$ cat src/rtl/channelizer_512_frame_reverse_ctrl.sv
// Ping-pong controller for the frame-reversal dual-port RAM.
// Port A writes each incoming frame in ascending order into one bank.
// Port B reads the other, completed bank in descending order.
// Both streams use valid/ready: a beat transfers on a clk_1 edge where
// valid, ready and ce_1 are all 1. A sender keeps valid and its data
// stable until the beat transfers.
module channelizer_512_frame_reverse_ctrl #(
    parameter int FRAME_LEN = 512,
    parameter int ADDR_W    = 9
) (
    input  logic              clk_1,
    input  logic              reset_in,
    input  logic              ce_1,
    input  logic              valid_in,
    input  logic              last_in,
    output logic              ready_in,
    output logic              wr_en,
    output logic [ADDR_W:0]   wr_addr,
    output logic              rd_en,
    output logic [ADDR_W:0]   rd_addr,
    input  logic              ready_out,
    output logic              valid_out,
    output logic              last_out,
    output logic              frame_err,
    output logic [1:0]        bank_full
);

    localparam logic [ADDR_W-1:0] CNT_MAX = ADDR_W'(FRAME_LEN - 1);

    logic [ADDR_W-1:0] wr_cnt;
    logic [ADDR_W-1:0] rd_cnt;
    logic              wbank;
    logic              rbank;
    logic              wr_last;
    logic              rd_last;
    logic [1:0]        set_mask;
    logic [1:0]        clr_mask;

    // Handshakes, RAM addressing and the per-bank full flag updates.
    // A full write bank stalls the writer; an empty read bank stalls the
    // reader, so set and clear never hit the same bank in one cycle.
    always_comb begin
        ready_in = ~bank_full[wbank] & ~reset_in;
        wr_en    = valid_in & ready_in & ce_1;
        rd_en    = ce_1 & bank_full[rbank] & (~valid_out | ready_out);
        wr_last  = (wr_cnt == CNT_MAX);
        rd_last  = (rd_cnt == CNT_MAX);
        wr_addr  = {wbank, wr_cnt};
        rd_addr  = {rbank, CNT_MAX - rd_cnt};
        set_mask = 2'b00;
        clr_mask = 2'b00;
        if (wr_en && wr_last) begin
            set_mask[wbank] = 1'b1;
        end
        if (rd_en && rd_last) begin
            clr_mask[rbank] = 1'b1;
        end
    end

    // Counters, bank pointers, full flags and the output register.
    // The output register tracks the RAM port B output register: a stalled
    // beat keeps rd_en low, so RAM data and last_out hold together.
    always_ff @(posedge clk_1) begin
        if (reset_in) begin
            wr_cnt    <= '0;
            rd_cnt    <= '0;
            wbank     <= 1'b0;
            rbank     <= 1'b0;
            bank_full <= 2'b00;
            valid_out <= 1'b0;
            last_out  <= 1'b0;
            frame_err <= 1'b0;
        end else if (ce_1) begin
            if (wr_en) begin
                wr_cnt <= wr_cnt + 1'b1;
                if (wr_last) begin
                    wbank <= ~wbank;
                end
            end
            if (rd_en) begin
                rd_cnt <= rd_cnt + 1'b1;
                if (rd_last) begin
                    rbank <= ~rbank;
                end
            end
            bank_full <= (bank_full | set_mask) & ~clr_mask;
            // Frame length is defined by the counter alone; last_in is only checked.
            frame_err <= wr_en & (last_in != wr_last);
            if (rd_en) begin
                valid_out <= 1'b1;
                last_out  <= rd_last;
            end else if (ready_out) begin
                valid_out <= 1'b0;
                last_out  <= 1'b0;
            end
        end
    end

endmodule

$ cat config.mk
export PLATFORM = sky130hd
export DESIGN_NAME = channelizer_512_frame_reverse_ctrl
export DESIGN_NICKNAME = d
export VERILOG_FILES = /design/src/rtl/channelizer_512_frame_reverse_ctrl.sv
export SDC_FILE = /design/constraint.sdc
export NUM_CORES = 1
export LEC_CHECK = 0
export ABC_AREA = 1
export BUFFER_PORTS_ARGS = -buffer_cell sky130_fd_sc_hd__buf_2
export CAP_MARGIN = 20
export CORE_ASPECT_RATIO = 0.9
export CORE_MARGIN = 4
export CORE_UTILIZATION = 29
export CTS_BUF_LIST = sky130_fd_sc_hd__clkbuf_4 sky130_fd_sc_hd__clkbuf_8
export CTS_CLUSTER_DIAMETER = 200
export DETAILED_ROUTE_END_ITERATION = 16
export PLACE_DENSITY_LB_ADDON = 0.3
export SETUP_SLACK_MARGIN = 0.15
export SLEW_MARGIN = 20
export SYNTH_ARGS = -nofsm -noshare
export SYNTH_HDL_FRONTEND = slang
export SYNTH_SLANG_ARGS = --single-unit
$ cat constraint.sdc
create_clock -name clk_1 -period 2.3 [get_ports clk_1]
set_clock_uncertainty 0.2 [all_clocks]
set_input_delay 0.23 -clock clk_1 [delete_from_list [all_inputs] [get_ports clk_1]]
set_output_delay 0.23 -clock clk_1 [all_outputs]
set_load 0.05 [all_outputs]
---- Word level (Yosys, flattened, before mapping) ----
Cells that the tools add are included.
cells by class
  add/subtract/negate cells ............... 3
  magnitude comparators ................... 4
  equal/unequal tests ..................... 3
  multiplexer cells ....................... 13
  bitwise logic cells ..................... 15
  reduce and logical (&&, ||, !) cells .... 10
operators with widths
  cell                   count
  $add A9 B1 Y9 const B  2
  $eq A9 B9 Y1 const B   2
  $mux W1                9
  $sub A9 B9 Y9 const A  1
  $and A1 B1 Y1          6
  $reduce_and A2 Y1      3
  $reduce_and A3 Y1      2
  $not A1 Y1             5
  $logic_and A1 B1 Y1    4
  $lt A1 B2 Y1 const B   2
  $mux W2                2
  $and A2 B2 Y2          1
  $demux W1 S1           2
  $ge A1 B1 Y1 const B   2
  $not A2 Y2             1
  $or A2 B2 Y2           1
  $reduce_bool A2 Y1     1
  $ne A1 B1 Y1           1
  $or A1 B1 Y1           1
word-level totals
  bits in registers ....................... 25
  bits of input ports ..................... 6
  output and inout bits ................... 28

---- Logic depth before layout (Yosys ltp) ----
Gate-level depths: netlist (run 1).
  word-level depth ........................ 10
  depth in mapped cells ................... 9
  depth with buffers taken out ............ 9

---- Least setup slack after synthesis (run 1) ----
OpenSTA, ideal clock, no wires.
  kind .................................... register to register
  start point ............................. reg wr_cnt[1]
  end point ............................... reg frame_err
  library setup time ...................... 0.070 ns
  arrival ................................. 1.906 ns
  data required time ...................... 2.030 ns
  path slack .............................. 0.124 ns
  cell stages (with the launch flop) ...... 10
  period minus slack after synthesis ...... 2.176 ns
  cell sequence ........................... dfxtp_1 > ha_1 > nand3_1 > nor2_1 > inv_1 > nor3_1 > ha_1 > xor2_1 > nand2_1 > a21oi_1
between the ends
  longest elaborated chain between the ends .. 3
ends and longest elaborated chain
  element                 line  RTL
  from (decl)             30    logic [ADDR_W-1:0] wr_cnt;
  from (signal assigned)  75    wr_cnt <= wr_cnt + 1'b1;
  $eq A9 B9 Y1            46    wr_last = (wr_cnt == CNT_MAX);
  $ne A1 B1 Y1            88    frame_err <= wr_en & (last_in != wr_last);
  $and A1 B1 Y1           88
  to (signal assigned)    88
  to (decl)               24    output logic frame_err,
No other way between the ends.
A chain may end at the register's enable or synchronous reset.

---- Worst setup path after layout (run 1) ----
  start point ............................. reg rbank
  end point ............................... out rd_en
between the ends
  longest elaborated chain between the ends .. 4
ends and longest elaborated chain
  element                                      line  RTL
  from (decl)                                  33    logic rbank;
  from (signal assigned)                       83    rbank <= ~rbank;
  $mux W1 (implied by the code) (2 in series)  45    rd_en = ce_1 & bank_full[rbank] & (~valid_out | ready_out);
  $and A1 B1 Y1 (2 in series)                  45
  to (decl)                                    19    output logic rd_en,
No other way between the ends. The select of a mux whose other input is x is not followed.

==> flow_metrics.env, run 1 <==
export IMPL_syn_area_sq_mm=0.001340
export IMPL_ys_seq_area_share_pct=37.35
export IMPL_drtIter0Drc=82
export IMPL_arrival_ns=1.53
export IMPL_critPathLaunchType="flip-flop"
export IMPL_root_buffer="clkbuf_8"
export IMPL_drc=0
export IMPL_cts_tree="built"
export IMPL_final_cell_mix="nand2_1 (46), buf_2 (33), nor2_1 (24), dfxtp_1 (24), inv_1 (22)"
export IMPL_ys_warn_count=0
export IMPL_ioPinCount=34
export IMPL_cp_max_fo=11
export IMPL_outcome="completed"
export IMPL_critPathKind="reg2out"
export IMPL_layout_nets=232
export IMPL_cap_violations=0
export IMPL_relSlewSlack_pct=82.08
export IMPL_leakagePower_nw=0.6446
export IMPL_drt_total_wl_um=2986
export IMPL_seqCellArea_sq_um=501.7
export IMPL_final_common_cell="nand2_1"
export IMPL_vdd_ir_drop_max_mv=0.2313
export IMPL_clock_sinks=25
export IMPL_routabilityCongestion=0.8439
export IMPL_required_ns=1.87
export IMPL_drt_pass1_iterations=4
export IMPL_synthCells=189
export IMPL_power_density_mw_per_mm2=487.2
export IMPL_core_area_sq_mm=0.004461
export IMPL_cts_buffers=3
export IMPL_tightestPinTransition_ns=0.2689
export IMPL_postSynthAreaPerCell_sq_um=7.090
export IMPL_synthDistinctLibCells=25
export IMPL_grt_max_degree=19
export IMPL_setup_viol=0
export IMPL_insertedDiodeCount=0
export IMPL_fp_dieArea_sq_mm=0.005774
export IMPL_port_buffers=33
export IMPL_hpwl_um=2305
export IMPL_clkSlewWorstSetupHoldPaths_ns=0.09
export IMPL_multi_input_area_sq_um=684.4
export IMPL_first_global_vias=1143
export IMPL_ys_ff_latch=25
export IMPL_syn_nets=199
export IMPL_rows=23
export IMPL_die_y_um=72.49
export IMPL_clock_fmax_ghz=0.5097
export IMPL_grt_pass1_wl_um=5223
export IMPL_clock_latency_ns=0.26
export IMPL_antenna_left=0
export IMPL_drive_gt1_share_pct=25.34
export IMPL_fill_cells=492
export IMPL_fin_hold_ws_ns=0.07618
export IMPL_hold_viol=0
export IMPL_overflow=0
export IMPL_start_util_pct=30.04
export IMPL_fin_setup_tns_ns=0
export IMPL_maxSlewViolCount=0
export IMPL_finalCritPeriodShare_pct=85.30
export IMPL_avgRoutedWirePerCell_um=10.55
export IMPL_clk_path_buf_depth=2
export IMPL_critPathCaptureType="primary output"
export IMPL_min_period_ns=1.962
export IMPL_hp_class="in2reg"
export IMPL_rsz0062_at_grt="no"
export IMPL_areaGrowthSynthToFinish_pct=18.58
export IMPL_grtUsageTotal_pct=11.18
export IMPL_htree_levels=1
export IMPL_num_vias=1186
export IMPL_via_per_inst=4.191
export IMPL_die_w_um=79.66
export IMPL_antenna_found_initial=0
[repair_timing]
| item | in CTS | in global routing |
|---|---|---|
| hold buffers | 0 | 0 |
| gates resized for setup | 0 | 2 |
| setup buffers | 0 | 1 |
| endpoints found under the setup margin | 0 | 2 |
[stage by stage]
stage / power (mW) / instances / area [sq um] / setup slack, ns / utilization (%)
final: 0.7741 / 283 / 1589 / 0.3380 / 35.62
after global routing: 0.8108 / 283 / 1589 / 0.1572 / 35.62
after CTS: 0.7890 / 282 / 1577 / 0.2021 / 35.34
after detailed placement: 0.5153 / 278 / 1528 / 0.4370 / 34.25
after global placement: 0.5149 / 278 / 1528 / 0.4845 / 34.25
after floorplan: 0.5005 / 189 / 1341 / 0.1507 / -
[worst paths after layout]
check,slack (ns),depth (start not counted),from,to
setup reg to reg,0.43,9,wr_cnt[0]$_SDFFE_PP0P_,wbank$_SDFFE_PP0P_
hold / removal,0.08,4,last_in,frame_err$_SDFFE_PP0P_
setup / recovery,0.34,6,rbank$_SDFFE_PP0P_,rd_en
hold reg to reg,0.27,2,frame_err$_SDFFE_PP0P_,frame_err$_SDFFE_PP0P_
[cell usage after synthesis (all sizes together)]
master | count | area [sq um]
a21oi | 18 | 97.60
buf | 6 | 60.05
clkbuf | 1 | 3.750
clkinv | 2 | 13.76
dfxtp | 25 | 500.5
ha | 4 | 50.05
inv | 22 | 82.58
nand2 | 50 | 200.2
nand3 | 14 | 80.08
nand4 | 3 | 18.77
nor2 | 27 | 118.9
nor3 | 1 | 5.000
o21ai | 10 | 53.80
o21bai | 1 | 11.26
xnor2 | 1 | 8.760
xor2 | 4 | 35.03
[routing by layer]
metal  GRT usage, %  share of wire (%)
met1          15.64                 52
met2          16.77                 42
met3          2.978                4.5
met4          3.435                1.0
met5              0                  0
[critical path: stages (launching register included)]
cell and delay, ns:
dfxtp_1 0.42, inv_1 0.08, nand2_1 0.06, nand2_1 0.16, nand2_2 0.23, clkinv_2 0.10, buf_2 0.22
[power breakdown]
part,leakage [nW],switching (mW),internal (mW)
Clock,0.0262,0.134,0.135
Sequential,0.202,0.00248,0.436
Combinational,0.416,0.0490,0.0173
[area by class of cell]
type | count | area share (%)
Clock buffer | 4 | 3.071
Sequential cell | 25 | 31.57
Multi-Input combinational cell | 133 | 43.07
Inverter | 24 | 6.063
Timing Repair Buffer | 35 | 11.34
Tap cell | 62 | 4.882
[registers in the layout, summed over array words and instances (netlist names)]
signal     count
bank_full      2
frame_err      1
last_out       1
rbank          1
rd_cnt         9
valid_out      1
wbank          1
wr_cnt         9
[cells by family after synthesis]
family          share of synthesized area, %
buf+inv                                11.95
xor+xnor                               3.268
flops                                  37.35
fa+ha+maj                              3.735
simple gates                           31.56
compound gates                         12.14
No activity file was read; power rests on OpenSTA's default activity.
==> run 2, diff against run 1 <==
--- a/config.mk
+++ b/config.mk
@@ -13,8 +13,9 @@
 export CORE_UTILIZATION = 29
 export CTS_BUF_LIST = sky130_fd_sc_hd__clkbuf_4 sky130_fd_sc_hd__clkbuf_8
 export CTS_CLUSTER_DIAMETER = 200
+export CTS_CLUSTER_SIZE = 40
 export DETAILED_ROUTE_END_ITERATION = 16
-export PLACE_DENSITY_LB_ADDON = 0.3
+export PLACE_DENSITY = 0.48
 export SETUP_SLACK_MARGIN = 0.15
 export SLEW_MARGIN = 20
 export SYNTH_ARGS = -nofsm -noshare
==> run 2 against run 1 <==
  * Sequential power barely moved
  * Sequential share of layout area is 0.35 points higher
  * Cell area fell by 1.1%
  * Clock power is 2% higher
  * Register-to-register slack worse by 0.02 ns
  * Utilization is 0.39 points lower
  * First-iteration DRC count shrank 22%
  * Worst hold slack got worse by 0.019 ns
  * Setup slack better by 0.014 ns
  * Global-route usage is 0.62 points higher
  * Clock-buffer cell count is the same
  * Critical path depth unchanged
  * Critical path type unchanged
  * Largest power group unchanged
==> flow_metrics.env, run 2 (synthesized netlist as in run 1, its figures left out) <==
export IMPL_core_area_sq_mm=0.004461
export IMPL_final_cell_mix="nand2_1 (46), buf_2 (33), nor2_1 (24), dfxtp_1 (24), inv_1 (22)"
export IMPL_required_ns=1.87
export IMPL_avgRoutedWirePerCell_um=10.83
export IMPL_setup_viol=0
export IMPL_clock_fmax_ghz=0.5134
export IMPL_drtIter0Drc=64
export IMPL_areaGrowthSynthToFinish_pct=17.27
export IMPL_rows=23
export IMPL_r2r_start="wr_cnt[0]$_SDFFE_PP0P_"
export IMPL_die_w_um=79.66
export IMPL_port_buffers=33
export IMPL_vdd_ir_drop_max_mv=0.2864
export IMPL_die_y_um=72.49
export IMPL_switching_power_mw=0.1902
export IMPL_setup_ws_ns=0.3523
export IMPL_root_buffer="clkbuf_8"
export IMPL_leakagePower_nw=0.6368
export IMPL_place_ws_ns=0.4052
export IMPL_cap_violations=0
export IMPL_r2r_slack_ns=0.41
export IMPL_grt_pass1_wl_um=5430
export IMPL_cts_tree="built"
export IMPL_maxSlewViolCount=0
export IMPL_antenna_found_initial=0
export IMPL_power_density_mw_per_mm2=495.1
export IMPL_place_area_sq_mm=0.001520
export IMPL_finalCritPeriodShare_pct=84.68
export IMPL_min_period_ns=1.948
export IMPL_hold_buffers=0
export IMPL_grtUsageTotal_pct=11.80
export IMPL_antenna_left=0
export IMPL_hpwl_um=2367
export IMPL_drc=0
export IMPL_path_cells="inv_1, nand2_1, nand2_1, nand2_2, clkinv_2, buf_2"
export IMPL_first_global_vias=1154
export IMPL_cpPeakStageDelay_ns=0.41
export IMPL_fp_dieArea_sq_mm=0.005774
export IMPL_layout_nets=230
export IMPL_clock_latency_ns=0.27
export IMPL_ff2ff_path_depth=9
export IMPL_critPathLaunchType="flip-flop"
export IMPL_hp_class="in2reg"
export IMPL_pwr_share_seq_pct=56.3
export IMPL_drive_gt1_share_pct=24.20
export IMPL_critPathCaptureType="primary output"
export IMPL_final_common_cell="nand2_1"
export IMPL_tightestPinTransition_ns=0.2931
export IMPL_fin_hold_ws_ns=0.05689
export IMPL_rsz0062_at_grt="no"
export IMPL_reg_largest_list="rd_cnt x9, wr_cnt x9, bank_full x2"
export IMPL_num_vias=1192
export IMPL_reg2reg_to="frame_err$_SDFFE_PP0P_"
export IMPL_outcome="completed"
export IMPL_arrival_ns=1.52
export IMPL_routabilityCongestion=0.7353
export IMPL_insertedDiodeCount=0
export IMPL_swShare_pct=24.45
export IMPL_critPathKind="reg2out"
export IMPL_clkSlewWorstSetupHoldPaths_ns=0.08
export IMPL_htree_levels=1
export IMPL_startpoint="rbank$_SDFFE_PP0P_"
export IMPL_clk_path_buf_depth=2
export IMPL_hold_viol=0
export IMPL_grt_max_degree=19
export IMPL_cts_buffers=3
export IMPL_final_area_sq_mm=0.001572
export IMPL_ioPinCount=34
export IMPL_clockPowerShare_pct=35.3
export IMPL_overflow=0
export IMPL_start_util_pct=30.04
export IMPL_fin_setup_tns_ns=0
export IMPL_worstHoldStart="last_in"
export IMPL_slowest_stage="dfxtp_1"
export IMPL_crit_end="rd_en"
export IMPL_relSlewSlack_pct=80.41
export IMPL_drt_pass1_iterations=4
export IMPL_power_frac_comb_pct=8.3
export IMPL_cp_max_fo=11
export IMPL_drt_total_wl_um=3043
export IMPL_critPathMostFrequentCell="nand2_1"
export IMPL_p_int_mw=0.5878
export IMPL_fin_util_pct=35.23
export IMPL_clock_sinks=25
export IMPL_via_per_inst=4.242
export IMPL_min_delay_path_depth=4
export IMPL_postCtsSetupBuffers=0
-- run 2: area by class of cell --
| type | count | area [sq um] |
|---|---|---|
| Tap cell | 62 | 77.57 |
| Multi-Input combinational cell | 133 | 681.9 |
| Fill cell | 508 | 2889 |
| Sequential cell | 25 | 501.7 |
| Inverter | 24 | 96.34 |
| Clock buffer | 4 | 48.80 |
| Timing Repair Buffer | 33 | 165.2 |
-- run 2: per-stage QoR --
step	total power, mW	std cells
2_1_floorplan	0.5005	189
3_3_place_gp	0.5140	277
3_5_place_dp	0.5142	277
4_1_cts	0.7953	281
5_1_grt	0.8205	281
6_report	0.7780	281
-- run 2: power groups by stage --
| stage | combinational, mW | clock (mW) | sequential (mW) |
|---|---|---|---|
| 2_1_floorplan | 0.0412 | 0 | 0.459 |
| 3_3_place_gp | 0.0656 | 0 | 0.448 |
| 3_5_place_dp | 0.0655 | 0 | 0.449 |
| 4_1_cts | 0.0657 | 0.291 | 0.439 |
| 5_1_grt | 0.0725 | 0.309 | 0.439 |
| 6_report | 0.0649 | 0.275 | 0.438 |
-- run 2: metal layers --
layer  routed length (um)  global-route usage [%]  share of wire, %
met1                 1616                   16.53                53
met2                 1256                   17.89                41
met3                  141                   2.978               4.6
met4                   28                   3.435              0.92
met5                    0                       0                 0
-- run 2: what timing repair did --
| item | in CTS | in global routing |
|---|---|---|
| setup endpoints to repair | 0 | 1 |
| gates resized for setup | 0 | 1 |
| hold endpoints to repair | 0 | 0 |
-- run 2: critical path: cells and delay by family (launching register included) --
kind,cells,cell delay (ns)
buf+inv,3,0.41
flops,1,0.41
simple gates,3,0.43
-- run 2: how the worst min path moves through the flow --
| stage | to | slack, ns |
|---|---|---|
| finish | frame_err$_SDFFE_PP0P_ | 0.06 |
| floorplan | frame_err$_SDFFE_PP0P_ | 0.19 |
| detailed placement | bank_full[1]$_SDFFE_PP0P_ | 0.28 |
| global placement | rd_cnt[1]$_SDFFE_PP0P_ | 0.28 |
| CTS | frame_err$_SDFFE_PP0P_ | 0.05 |
| global route | frame_err$_SDFFE_PP0P_ | 0.06 |
